===== src/rtl/vga_sync_gen.sv =====
// VGA sync generator: pixel/line counters advanced on a dclk rising-edge
// tick, with hsync/vsync/video_on decodes and a registered frame_start pulse.
// Optional macro VGA_SYNC_PIPELINE_EN registers hsync/vsync/video_on on tick
// (one tick behind hc/vc); otherwise they are zero-latency decodes.
module vga_sync_gen #(
  parameter int H_VISIBLE = 640,
  parameter int H_FRONT   = 16,
  parameter int H_SYNC    = 96,
  parameter int H_BACK    = 48,
  parameter int V_VISIBLE = 480,
  parameter int V_FRONT   = 10,
  parameter int V_SYNC    = 2,
  parameter int V_BACK    = 33
) (
  input  logic       clk,
  input  logic       rst_n,
  input  logic       dclk,
  output logic       hsync,
  output logic       vsync,
  output logic       video_on,
  output logic [9:0] hc,
  output logic [9:0] vc,
  output logic       frame_start
);

  localparam int H_TOTAL = H_VISIBLE + H_FRONT + H_SYNC + H_BACK;
  localparam int V_TOTAL = V_VISIBLE + V_FRONT + V_SYNC + V_BACK;

  localparam logic [9:0] H_LAST = 10'(H_TOTAL - 1);
  localparam logic [9:0] V_LAST = 10'(V_TOTAL - 1);
  localparam logic [9:0] H_VIS  = 10'(H_VISIBLE);
  localparam logic [9:0] V_VIS  = 10'(V_VISIBLE);
  localparam logic [9:0] HS_BEG = 10'(H_VISIBLE + H_FRONT);
  localparam logic [9:0] HS_END = 10'(H_VISIBLE + H_FRONT + H_SYNC);
  localparam logic [9:0] VS_BEG = 10'(V_VISIBLE + V_FRONT);
  localparam logic [9:0] VS_END = 10'(V_VISIBLE + V_FRONT + V_SYNC);

  logic dclk_q;
  logic tick;
  logic run;
  logic hs_dec, vs_dec, vid_dec;

  // Delay dclk by one clk so its rising edge can be detected as data.
  always_ff @(posedge clk or negedge rst_n) begin
    if (!rst_n) dclk_q <= 1'b0;
    else        dclk_q <= dclk;
  end

  assign tick = dclk & ~dclk_q;

  // Pixel/line counters; the combined (H_LAST,V_LAST) wrap is one event that
  // also raises frame_start for the following clk cycle.
  always_ff @(posedge clk or negedge rst_n) begin
    if (!rst_n) begin
      hc          <= '0;
      vc          <= '0;
      run         <= 1'b0;
      frame_start <= 1'b0;
    end else begin
      frame_start <= 1'b0;
      if (tick) begin
        run <= 1'b1;
        if (hc == H_LAST) begin
          hc <= '0;
          if (vc == V_LAST) begin
            vc          <= '0;
            frame_start <= 1'b1;
          end else begin
            vc <= vc + 10'd1;
          end
        end else begin
          hc <= hc + 10'd1;
        end
      end
    end
  end

  // Sync/visible decode of the current counter values.
  always_comb begin
    hs_dec  = !((hc >= HS_BEG) && (hc < HS_END));
    vs_dec  = !((vc >= VS_BEG) && (vc < VS_END));
    vid_dec = (hc < H_VIS) && (vc < V_VIS) && run;
  end

`ifdef VGA_SYNC_PIPELINE_EN
  // Registered outputs: capture the decode on each tick, so they trail hc/vc by one tick.
  always_ff @(posedge clk or negedge rst_n) begin
    if (!rst_n) begin
      hsync    <= 1'b1;
      vsync    <= 1'b1;
      video_on <= 1'b0;
    end else if (tick) begin
      hsync    <= hs_dec;
      vsync    <= vs_dec;
      video_on <= vid_dec;
    end
  end
`else
  assign hsync    = hs_dec;
  assign vsync    = vs_dec;
  assign video_on = vid_dec;
`endif

endmodule


===== config.mk =====
export PLATFORM = sky130hd
export DESIGN_NAME = vga_sync_gen
export DESIGN_NICKNAME = d
export VERILOG_FILES = /design/src/rtl/vga_sync_gen.sv
export SDC_FILE = /design/constraint.sdc
export NUM_CORES = 1
export LEC_CHECK = 0
export ABC_CLOCK_PERIOD_IN_PS = 2750
export BUFFER_PORTS_ARGS = -buffer_cell sky130_fd_sc_hd__buf_2
export CELL_PAD_IN_SITES_DETAIL_PLACEMENT = 1
export CELL_PAD_IN_SITES_GLOBAL_PLACEMENT = 1
export CORE_MARGIN = 2
export CORE_UTILIZATION = 43
export CTS_CLUSTER_SIZE = 14
export DETAILED_ROUTE_END_ITERATION = 16
export GPL_ROUTABILITY_DRIVEN = 0
export GPL_TIMING_DRIVEN = 0
export HOLD_SLACK_MARGIN = 0.1
export PLACE_DENSITY = 0.83
export SLEW_MARGIN = 15
export SYNTH_ARGS = -nofsm -noshare
export SYNTH_HDL_FRONTEND = slang
export SYNTH_SLANG_ARGS = --single-unit

===== constraint.sdc =====
create_clock -name clk -period 2.75 [get_ports clk]
set_input_delay 0.55 -clock clk [delete_from_list [all_inputs] [get_ports clk]]
set_output_delay 0.55 -clock clk [all_outputs]
set_load 0.05 [all_outputs]

==> results of run 1 <==
==> final cells by class <==
class	instances	area (sq um)
clock buffers	4	26.28
plain buffers	1	5.005
multi-input cells	89	610.6
well taps	31	38.79
flip-flops and latches	23	575.6
fillers	330	1309
inverters	4	15.01
repair buffers	26	130.1
==> cell usage after synthesis, drive strengths merged (2+ instances only) <==
cell type and number:
nor4 2, nor2 9, or4b 2, nand4 3, dfrtp 23, and4b 2
mux2 2, xnor2 3, inv 4, o21ai 4, nand2b 3, and3 2
ha 5, nand2 15, a21oi 3, nand3 4, nor3 5, xor2 7
nor4b 2
==> routing by layer <==
metal	up-vias	wire length [um]
li1	477	-
met1	490	1246
met2	19	1262
met3	2	96
met4	0	15
met5	-	0
==> through the flow <==
stage / util / cell area, sq um / worst slack, ns / cells / hold slack, ns
global placement: 0.5074 / 1375 / 0.5295 / 174 / 0.4498
CTS: 0.5171 / 1401 / 0.1412 / 178 / 0.2023
floorplan: - / 1206 / 0.3128 / 117 / 0.2544
global route: 0.5171 / 1401 / 0.08133 / 178 / 0.1964
detailed placement: 0.5074 / 1375 / 0.5020 / 174 / 0.4502
finish: 0.5171 / 1401 / 0.1590 / 178 / 0.1898
==> report_power, final <==
group	internal, mW	switching [mW]	total (mW)	leakage, nW
clock	0.0565	0.0966	0.153	0.0150
sequential	0.376	0.0639	0.440	0.295
combinational	0.0752	0.191	0.266	0.380
==> flip-flops by register name, indices dropped and copies added, names as in the netlist <==
| register | count |
|---|---|
| vc | 10 |
| frame_start | 1 |
| hc | 10 |
| dclk_q | 1 |
| run | 1 |
==> worst max-delay path by stage <==
| stage | end | slack [ns] | cells after the start |
|---|---|---|---|
| global placement | vsync | 0.53 | 3 |
| floorplan | vsync | 0.31 | 2 |
| CTS | vsync | 0.14 | 3 |
| global route | vsync | 0.08 | 3 |
| detailed placement | vsync | 0.50 | 3 |
| finish | vsync | 0.16 | 3 |
==> worst register-to-register path: cells and delay by family, from the launching register on <==
family	cells	cell delay [ns]
XOR/XNOR	1	0.20
buffers and inverters	1	0.19
flip-flops	1	0.49
AND/OR/NAND/NOR	3	1.20
==> cells by family (layout without fill, tap and decap cells) <==
kind of cell | count (synthesis) | in the layout | share of synthesized area
flops | 23 | 23 | 0.4772
compound gates | 13 | 13 | 0.06951
fa+ha+maj | 5 | 5 | 0.05187
xor+xnor | 10 | 10 | 0.07262
mux | 3 | 3 | 0.02697
buf+inv | 5 | 35 | 0.01659
simple gates | 58 | 58 | 0.2853
==> results.toml, run 1 <==
[die]
io_pins = 27
die_width_um = 56.96
core_region_area_sq_um = 2710
placement_row_count = 19
dieArea_sq_um = 3244
fp.dieH_um = 56.96
start_util = 0.4451

[timing]
fmaxAchievable_mhz = 386.0
fin_crit_ns = 2.591
setup_viol_count_final = 0
post-route-period-util = 0.9422
max_slew.worst_pin.slew_ns = 0.9387
slew-limit-headroom = 0.3656
rsz0062_at_grt = "false"
final_hold_viol_count = 0
timing.setup.tns_ns = 0
number_of_slew_limit_violations_in_the_final_report = 0
worst_case_clock_skew_ns = 0.005581

[clock_tree]
cts.root.buffer_cell = "sky130_fd_sc_hd__clkbuf_4"
cts.path.max_buffers = 2
clkLatencyLatePin_ns = 0.30
clkTransAtPathRegs_ns = 0.12
tritoncts.num_buffers = 3
htree_num_levels = 1
ctsHoldBuffers = 0
cts_tree = "done"
cts_sinks = 23
cts-resized-gates = 0
postCtsSetupRepairBufs = 0

[power]
peakVddDrop_mv = 0.5574
post-layout-total-power_uw = 859.4
p_leak_nw = 0.6893
power_density_nw_per_um2 = 613.3

[yosys]
synth.lib_cells_used.distinct = 38
synth_seq_area_share = 0.4772
post_synthesis_net_count = 125
yosys_register_bits = 23
synth_warnings = 0
yosys_most_used_dff = "sky130_fd_sc_hd__dfrtp_1"
synth_top_cells_by_area = "sky130_fd_sc_hd__dfrtp_1, sky130_fd_sc_hd__ha_1, sky130_fd_sc_hd__xor2_1"
post_synth_instance_area_sq_um = 1206
proportion_of_synthesized_flip_flops_having_asynchronous_set_or_reset = 1.000
synthDominantCellAreaShare = 0.4772
syn-mean-instance-area_sq_um = 10.31
synth-edff-count = 0
syn_inst = 117
yosysTopAreaCell = "sky130_fd_sc_hd__dfrtp_1"

[worst_setup_path]
worst_path_max_delay_cell = "sky130_fd_sc_hd__or4b_2"
crit_required_ns = 2.20
worstRegToRegCells = 5
buffers_inverters_on_critical_path = 1
critical_path.cell_chain = "or4b_2 > or3_1 > buf_2"
critPathLaunch = "vc[2]"
crit_path_max_incr_delay_ns = 0.68
cp_data_arrival_time_ns = 2.04
regToRegSetupSlack_ns = 0.60
worst-path-max-fanout = 8
cp-start-kind = "flop"
critical_path.top_delay_family = "simple AND/OR/NAND/NOR gates"
timing.critical_path.to_type = "primary output"
r2r-start = "hc[7]"
reg2reg_to = "vc[7]"
timing.setup.critical_path_class = "reg2out"

[global_routing]
grt.busiest_layer = "met2"
grt.overflow.total = 0
global_routing_usage_summed_across_all_routing_layers = 0.1790
grt_pass1_wl_mm = 4.567
grt_antenna_before_repair = 0
global_route.usage.met2 = 0.2939
grt_pass1_vias = 1014
pin_count_of_the_biggest_net_entering_global_routing = 24
globalRouteMet1Util = 0.2387
grt_util_met3 = 0.02948

[route]
route.detailed.vias_per_inst = 5.551
routed_wl_mm = 2.621
drt_iter0_markers = 16
dr.pass1.iters = 4
post_drt_wl_per_cell_um = 14.72
via_count = 988
drc = 0
final_antenna_net_count = 0

[finish]
design.final.nets = 156
layout_commonest_cell = "sky130_fd_sc_hd__buf_2"
most_frequent_cells_in_the_layout = "sky130_fd_sc_hd__buf_2, sky130_fd_sc_hd__dfrtp_1, sky130_fd_sc_hd__nand2_1, sky130_fd_sc_hd__nor2_1, sky130_fd_sc_hd__xor2_1"
area_growth_pct = 16.18
post_route_cells_drive_above_1_share = 0.2449
n_antenna_cell = 0

[min_path]
hp-class = "in2async"

[placed_design]
place_hpwl_mm = 1.966
port_buffers = 26

[outcome]
status = "completed"

[job]
maxCapViolations = 0
No activity file was read; power rests on OpenSTA's default activity.
==> run 2, diff against run 1 <==
--- a/config.mk
+++ b/config.mk
@@ -9,6 +9,7 @@
 export BUFFER_PORTS_ARGS = -buffer_cell sky130_fd_sc_hd__buf_2
 export CELL_PAD_IN_SITES_DETAIL_PLACEMENT = 1
 export CELL_PAD_IN_SITES_GLOBAL_PLACEMENT = 1
+export CORE_ASPECT_RATIO = 0.8
 export CORE_MARGIN = 2
 export CORE_UTILIZATION = 43
 export CTS_CLUSTER_SIZE = 14
==> run 2 against run 1 <==
- clock skew down 0.0010 ns
- utilization is 0.084 points higher
- die area is essentially flat
- setup slack better by 0.0073 ns
- critical path depth did not move
- clock-buffer cell count stayed put
- critical path type unchanged
- largest power group unchanged
==> results.toml, run 2 (synthesized netlist as in run 1, its figures left out) <==
[global_routing]
global_routing_usage_summed_across_all_routing_layers = 0.1900
globalRouteMet1Util = 0.2581
grt_pass1_wl_mm = 4.740
grt_antenna_before_repair = 0
grt_pass1_vias = 996
grt_util_met3 = 0.04846
grt.overflow.total = 0
grt.busiest_layer = "met2"
pin_count_of_the_biggest_net_entering_global_routing = 24
global_route.usage.met2 = 0.3085

[timing]
timing.setup.tns_ns = 0
slew-limit-headroom = 0.3544
fin_crit_ns = 2.584
final_hold_viol_count = 0
max_slew.worst_pin.slew_ns = 0.9554
number_of_slew_limit_violations_in_the_final_report = 0
post-route-period-util = 0.9395
worst_case_clock_skew_ns = 0.004577
rsz0062_at_grt = "false"
whs_ns = 0.1894
fmaxAchievable_mhz = 387.0
setup_viol_count_final = 0

[route]
drc = 0
dr.pass1.iters = 4
route.detailed.vias_per_inst = 5.281
drt_iter0_markers = 19
routed_wl_mm = 2.719
post_drt_wl_per_cell_um = 14.70
via_count = 977
final_antenna_net_count = 0

[finish]
final_cells = 185
area_growth_pct = 16.91
n_antenna_cell = 0
layout_commonest_cell = "sky130_fd_sc_hd__buf_2"
design.final.nets = 156
final_design_area_no_fill_sq_um = 1410
largest_registers = "hc: 10 flops, vc: 10 flops"
post_route_cells_drive_above_1_share = 0.2449
most_frequent_cells_in_the_layout = "sky130_fd_sc_hd__buf_2, sky130_fd_sc_hd__dfrtp_1, sky130_fd_sc_hd__nand2_1, sky130_fd_sc_hd__nor2_1, sky130_fd_sc_hd__xor2_1"

[clock_tree]
cts.root.buffer_cell = "sky130_fd_sc_hd__clkbuf_4"
cts_tree = "done"
postCtsSetupRepairBufs = 0
htree_num_levels = 1
clkLatencyLatePin_ns = 0.32
cts-resized-gates = 0
ctsHoldBuffers = 0
cts.path.max_buffers = 2
tritoncts.num_buffers = 3
cts_sinks = 23
clkTransAtPathRegs_ns = 0.12

[worst_setup_path]
cp-start-kind = "flop"
critPathLaunch = "vc[2]"
crit_required_ns = 2.20
timing.critical_path.to = "vsync"
worstRegToRegCells = 4
timing.critical_path.to_type = "primary output"
regToRegSetupSlack_ns = 0.62
worst-path-max-fanout = 8
reg2reg_to = "vc[3]"
cp_data_arrival_time_ns = 2.03
r2r-start = "vc[6]"
timing.setup.critical_path_class = "reg2out"

[outcome]
status = "completed"

[min_path]
hp-class = "in2async"

[die]
core_region_area_sq_um = 2723
die_width_um = 63.22
start_util = 0.4430
dieArea_sq_um = 3247
io_pins = 27
placement_row_count = 17
fp.dieH_um = 51.37

[placed_design]
port_buffers = 26
placed_cells = 181
place_hpwl_mm = 2.082
place_area_sq_um = 1384

[power]
power_density_nw_per_um2 = 612.2
post-layout-total-power_uw = 863.3
peakVddDrop_mv = 0.4326
p_leak_nw = 0.6893

[job]
maxCapViolations = 0
==> run 2: cell counts in the layout (fill, tap and decap cells not counted) <==
Identical to the previous run, type by type.
==> run 2: worst min path at each step <==
stage,startpoint,end,cells after the start
after detailed placement,run,run,1
final,rst_n,dclk_q,1
after CTS,rst_n,hc[5],1
after global placement,run,run,1
after global routing,rst_n,dclk_q,1
after floorplan,rst_n,dclk_q,0
==> run 2: area by class of cell <==
class | count | area (sq um)
sequential | 23 | 575.6
tap | 38 | 47.55
fill | 341 | 1313
buffer | 1 | 5.005
clock buffer | 4 | 26.28
timing repair buffer | 26 | 130.1
multi-input combinational | 89 | 610.6
inverter | 4 | 15.01
==> run 2: power breakdown <==
group	switching [mW]	leakage (nW)	internal (mW)
registers	0.0617	0.295	0.376
logic	0.192	0.380	0.0751
clock network	0.102	0.0150	0.0568
==> run 2: metrics by stage <==
step / worst slack, ns / util
final: 0.1663 / 0.5179
after global routing: 0.07072 / 0.5179
after CTS: 0.1492 / 0.5179
after detailed placement: 0.5211 / 0.5083
after global placement: 0.5368 / 0.5083
after floorplan: 0.3128 / -
==> run 2: critical path: stages, from the launching register on <==
cell                      delay, ns
sky130_fd_sc_hd__dfrtp_1       0.48
sky130_fd_sc_hd__or4b_2        0.68
sky130_fd_sc_hd__or3_1         0.35
sky130_fd_sc_hd__buf_2         0.21
==> run 2: metal layers <==
metal,wire (um),vias up
met1,1289,482
met3,99,2
met5,0,-
li1,-,475
met2,1313,18
met4,17,0
